<file path="config.mk">
export PLATFORM = sky130hd
export DESIGN_NAME = alu_share_arbiter
export DESIGN_NICKNAME = d
export VERILOG_FILES = /design/src/rtl/alu_share_arbiter.sv
export SDC_FILE = /design/constraint.sdc
export NUM_CORES = 1
export LEC_CHECK = 0
export ABC_AREA = 1
export CAP_MARGIN = 5
export CORE_UTILIZATION = 39
export DETAILED_ROUTE_END_ITERATION = 8
export GPL_TIMING_DRIVEN = 0
export PLACE_DENSITY_LB_ADDON = 0.3
export SYNTH_ARGS = -nofsm -noshare
export SYNTH_HDL_FRONTEND = slang
export SYNTH_SLANG_ARGS = --single-unit
</file>
<file path="constraint.sdc">
create_clock -name clk -period 1.8 [get_ports clk]
set_clock_uncertainty 0.2 [all_clocks]
set_input_delay 0.36 -clock clk [delete_from_list [all_inputs] [get_ports clk]]
set_output_delay 0.36 -clock clk [all_outputs]
set_load 0.02 [all_outputs]
</file>
<file path="src/rtl/alu_share_arbiter.sv">
// Two-client arbiter in front of a shared combinational ALU: round-robin grant,
// operand capture, ALU_LAT settle window, registered response. Optional ALU_ARB_STATS_EN adds grant counters.
module alu_share_arbiter #(
  parameter int WIDTH   = 32,
  parameter int ALU_LAT = 1
) (
  input  logic             clk,
  input  logic             rst,
  input  logic             req0_valid,
  input  logic [2:0]       req0_op,
  input  logic [WIDTH-1:0] req0_a,
  input  logic [WIDTH-1:0] req0_b,
  output logic             req0_ready,
  input  logic             req1_valid,
  input  logic [2:0]       req1_op,
  input  logic [WIDTH-1:0] req1_a,
  input  logic [WIDTH-1:0] req1_b,
  output logic             req1_ready,
  output logic             rsp_valid,
  output logic             rsp_id,
  output logic [WIDTH-1:0] rsp_result,
  output logic             rsp_zero,
  input  logic             rsp_ready,
  output logic [WIDTH-1:0] alu_a,
  output logic [WIDTH-1:0] alu_b,
  output logic [2:0]       alu_op,
  input  logic [WIDTH-1:0] alu_result,
  input  logic             alu_zero,
`ifdef ALU_ARB_STATS_EN
  output logic [15:0]      stat_ops0,
  output logic [15:0]      stat_ops1,
`endif
  output logic             busy
);

  localparam int CW = (ALU_LAT > 1) ? $clog2(ALU_LAT) : 1;

  typedef enum logic [1:0] {S_IDLE, S_EXEC, S_RESP} state_t;

  state_t        r_state;
  logic          r_ptr;
  logic          r_id;
  logic [CW-1:0] r_cnt;
  logic          w_gnt0;
  logic          w_gnt1;

  // r_ptr == 0 gives req0 priority on a tie; it flips to the loser after each grant.
  assign w_gnt0 = (r_state == S_IDLE) && !rst && req0_valid && (!req1_valid || !r_ptr);
  assign w_gnt1 = (r_state == S_IDLE) && !rst && req1_valid && (!req0_valid ||  r_ptr);

  assign req0_ready = w_gnt0;
  assign req1_ready = w_gnt1;
  assign busy       = (r_state != S_IDLE);

  always_ff @(posedge clk) begin
    if (rst) begin
      r_state    <= S_IDLE;
      r_ptr      <= 1'b0;
      r_id       <= 1'b0;
      r_cnt      <= '0;
      rsp_valid  <= 1'b0;
      rsp_id     <= 1'b0;
      rsp_result <= '0;
      rsp_zero   <= 1'b0;
      alu_a      <= '0;
      alu_b      <= '0;
      alu_op     <= '0;
    end else begin
      case (r_state)
        S_IDLE: begin
          if (w_gnt0 || w_gnt1) begin
            alu_op  <= w_gnt1 ? req1_op : req0_op;
            alu_a   <= w_gnt1 ? req1_a  : req0_a;
            alu_b   <= w_gnt1 ? req1_b  : req0_b;
            r_id    <= w_gnt1;
            r_ptr   <= w_gnt0;
            r_cnt   <= CW'(ALU_LAT - 1);
            r_state <= S_EXEC;
          end
        end
        S_EXEC: begin
          if (r_cnt == '0) begin
            rsp_result <= alu_result;
            rsp_zero   <= alu_zero;
            rsp_id     <= r_id;
            rsp_valid  <= 1'b1;
            r_state    <= S_RESP;
          end else begin
            r_cnt <= r_cnt - CW'(1);
          end
        end
        S_RESP: begin
          if (rsp_ready) begin
            rsp_valid <= 1'b0;
            r_state   <= S_IDLE;
          end
        end
        default: r_state <= S_IDLE;
      endcase
    end
  end

`ifdef ALU_ARB_STATS_EN
  always_ff @(posedge clk) begin
    if (rst) begin
      stat_ops0 <= '0;
      stat_ops1 <= '0;
    end else begin
      if (w_gnt0 && (stat_ops0 != '1)) stat_ops0 <= stat_ops0 + 16'd1;
      if (w_gnt1 && (stat_ops1 != '1)) stat_ops1 <= stat_ops1 + 16'd1;
    end
  end
`endif

endmodule

</file>
==> qor.txt, run 1 <==
result of the run = finished, final reports clean
max incr delay on CP = 0.32 ns
clock buffer count from CTS = 9
max_slew headroom = 62.8%
Worst path slowest cell = sky130_fd_sc_hd__dfxtp_1
destination of the worst hold path = r_state[1]
Worst R2R Start = r_state[0]
via count = 5876
post-route setup TNS = 0 ns
FF-to-FF path depth = 10
number of design-rule violations left by the first detailed-router iteration = 286
Initial DRT Pass Iterations = 4
Top Family by Delay on Critical Path = flip-flops
height of the die = 116 µm
share of cells above drive strength 1 = 8.79%
Post-Layout Inst Area = 8520 µm²
Synth Warn # = 0
Hold Path Stages = 2
clock transition at the registers of the reported paths = 0.07 ns
max-slew violation count = 0
LEAKAGE = 4.22 nW
FMAX = 563 MHz
number of nets in the finished design = 1237
area growth from synthesis to final layout = 68.6%
worst min-delay path class = input port to flop
Compound-Gate Fraction of Synth Area = 4.23%
DIE AREA = 13400 µm²
CTS H-Tree Depth = 3
overall power consumption = 7.79 mW
GR met3 Demand/Resource = 8.26%
first-pass GRT wire length = 27700 µm
number of max-cap violations = 0
met1 Use GR = 30.3%
count of clock tree sinks = 106
end of the worst register-to-register path = alu_b[7]
buffer levels on the longest clock path = 2
gate count after technology mapping = 767
multiplexer fraction of the synthesized cell area = 0%
startpoint of the most critical hold path = rst
initial standard-cell utilization of the core = 40.0%
Setup Crit Path Kind = flop to output port
global-route total usage across every layer = 26.7%
Worst EP required = 1.24 ns
top fanout value on the critical path = 4
portion of the post-synthesis area used by sequential elements = 42.0%
post-detailed-route DRC marker count = 0
count of buffers from port buffering = 276
average wire per cell in the routed design = 14.2 µm
post-synthesis share of cell area spent on xor and xnor gates = 0%
row count = 41
# IOs = 277
busiest layer in global routing = met2
cell-by-cell listing of the critical path = inv_2, nand3_2, nor2_4, buf_4
peak ir drop on the vdd network = 0.625 mV
kind of launch point of the worst setup path = flop
Antenna Nets Post-Route = 0
main combinational cell family by area after synthesis = simple AND/OR/NAND/NOR gates
total global routing overflow = 0
final weighted congestion in routability-driven placement = 0.818
Worst Max-Slew Pin Slew = 0.557 ns
half-perimeter wire length after detailed placement = 13100 µm
Distinct cells, synth = 19
number of global-route vias before repair = 5563
total nets after synthesis = 939
Post-Syn Area = 5050 µm²
initial antenna violation count = 1
Core Area = 12600 µm²
minimum setup slack among reg-to-reg paths = 0.09 ns
GR met2 Demand/Resource = 47.7%
synthesized-area fraction occupied by adder cells = 0%
final count of hold timing violations = 0
Mapped Avg Cell Area = 6.59 µm²
critical path capture point type = output port
Total Routed Length = 17600 µm
Arr. time, crit path = 1.22 ns
setup repair after global routing missed its margin = yes
clk root buf = sky130_fd_sc_hd__clkbuf_16
simple-gate area share of the yosys netlist = 48.0%
clock latency on the worst-skew pair = 0.34 ns
Die W = 116 µm
power per cell area = 914 nW/µm²
total cell area at the placement stage = 8030 µm²
number of setup violations in the final report = 0
Period minus WS final = 1.78 ns
register bit total from synthesis = 106
number of buffer and inverter instances along the worst setup path = 2
via density per instance = 4.73
TritonCTS clock tree = built
share of the clock period used by the worst path = 98.6%
maximum number of pins on one net before global-route repair = 18
[cells by family (layout without fill, tap and decap cells)]
kind of cell           after synthesis  after routing
and+or+nand+nor                    552            553
other                                0              1
DFF                                106            106
buffers and inverters               68            370
AOI/OAI and AO/OA                   41             41
[where the power goes]
part           switching (mW)  internal, mW  total (mW)
clock                   0.889          1.22        2.11
combinational            1.57          1.28        2.85
sequential              0.144          2.69        2.84
total                    2.60          5.19        7.79
[sequential cells by signal (all words and copies together), names as in the netlist, 2 cells and up]
register and count:
alu_op 3, alu_b 32, rsp_result 32, r_state 2, alu_a 32
[placed cells by master, fill, tap and decap left out, types with 2 or more instances in the layout]
master	instances
sky130_fd_sc_hd__nand2_1	207
sky130_fd_sc_hd__nor2_1	201
sky130_fd_sc_hd__clkdlybuf4s50_1	168
sky130_fd_sc_hd__dlygate4sd2_1	105
sky130_fd_sc_hd__dfxtp_1	104
sky130_fd_sc_hd__nand3b_1	67
sky130_fd_sc_hd__nand3_1	67
sky130_fd_sc_hd__o21ai_0	37
sky130_fd_sc_hd__clkbuf_2	18
sky130_fd_sc_hd__buf_6	14
sky130_fd_sc_hd__buf_4	14
sky130_fd_sc_hd__clkbuf_1	10
sky130_fd_sc_hd__clkbuf_16	9
sky130_fd_sc_hd__buf_2	7
sky130_fd_sc_hd__inv_1	5
sky130_fd_sc_hd__nor2_4	4
sky130_fd_sc_hd__inv_2	3
sky130_fd_sc_hd__nand2_2	3
sky130_fd_sc_hd__clkbuf_4	3
sky130_fd_sc_hd__clkinvlp_4	3
sky130_fd_sc_hd__nand2_4	2
sky130_fd_sc_hd__buf_8	2
sky130_fd_sc_hd__clkinv_2	2
sky130_fd_sc_hd__bufinv_16	2
sky130_fd_sc_hd__dfxtp_2	2
[synthesized netlist by cell type]
library cell                 n  area share, %
sky130_fd_sc_hd__a211oi_1    1           0.15
sky130_fd_sc_hd__a21boi_2    1           0.22
sky130_fd_sc_hd__a21oi_1     1          0.099
sky130_fd_sc_hd__buf_1       3           0.22
sky130_fd_sc_hd__buf_2      18            1.8
sky130_fd_sc_hd__buf_4       4           0.59
sky130_fd_sc_hd__clkbuf_1   34            2.5
sky130_fd_sc_hd__clkinv_1    1          0.074
sky130_fd_sc_hd__dfxtp_1   106             42
sky130_fd_sc_hd__inv_1       5           0.37
sky130_fd_sc_hd__inv_2       3           0.22
sky130_fd_sc_hd__nand2_1   209             16
sky130_fd_sc_hd__nand2_2     2           0.25
sky130_fd_sc_hd__nand3_1    68            6.7
sky130_fd_sc_hd__nand3b_1   67             10
sky130_fd_sc_hd__nor2_1    204             15
sky130_fd_sc_hd__nor2_2      1           0.12
sky130_fd_sc_hd__nor2_4      1           0.22
sky130_fd_sc_hd__o21ai_0    38            3.8
[layer usage]
| layer | routed length [µm] | up-vias |
|---|---|---|
| li1 | - | 3035 |
| met1 | 6950 | 2598 |
| met2 | 8660 | 223 |
| met3 | 1720 | 20 |
| met4 | 287 | 0 |
| met5 | 0 | - |
[layout make-up]
cell class	count	area, µm²
fill	1237	4100
sequential	106	2120
antenna	1	2.50
clock inverter	7	93.8
inverter	9	37.5
buffer	57	387
timing repair buffer	288	2740
tap	172	215
clock buffer	9	225
multi-input combinational	594	2690
[stage by stage]
step	instances	hold slack (ns)	setup WS (ns)	utilization (%)
after CTS	1241	0.248	0.00403	66.6
after global placement	1215	0.261	-0.744	63.6
after detailed placement	1215	0.272	-0.780	63.6
after global routing	1243	0.237	-0.0385	67.5
final	1243	0.243	0.0246	67.5
after floorplan	767	0.238	0.0226	-
[repair_timing]
item | CTS | global route
gates resized for setup | 153 | 62
setup buffers | 10 | 2
hold endpoints to repair | 0 | 0
hold buffers | 0 | 0
pin swaps | 4 | 9
endpoints found under the setup margin | 175 | 94
gates cloned | 1 | 0
[how the worst max path moves through the flow]
stage | cells past startpoint | start | slack [ns] | to
finish | 4 | r_state[0] | 0.02 | req1_ready
CTS | 4 | r_state[0] | 0.004 | req1_ready
global placement | 5 | rst | -0.74 | req1_ready
global route | 4 | r_state[0] | -0.04 | req1_ready
floorplan | 8 | rst | 0.02 | alu_a[0]
detailed placement | 5 | rst | -0.78 | req1_ready
(Power assumes the default switching activity.)
==> inputs of run 2 (changes only) <==
- SLEW_MARGIN: not set -> 15
==> results of run 2 <==
No change in the layout: final DEF, timing and power equal those of run 1.
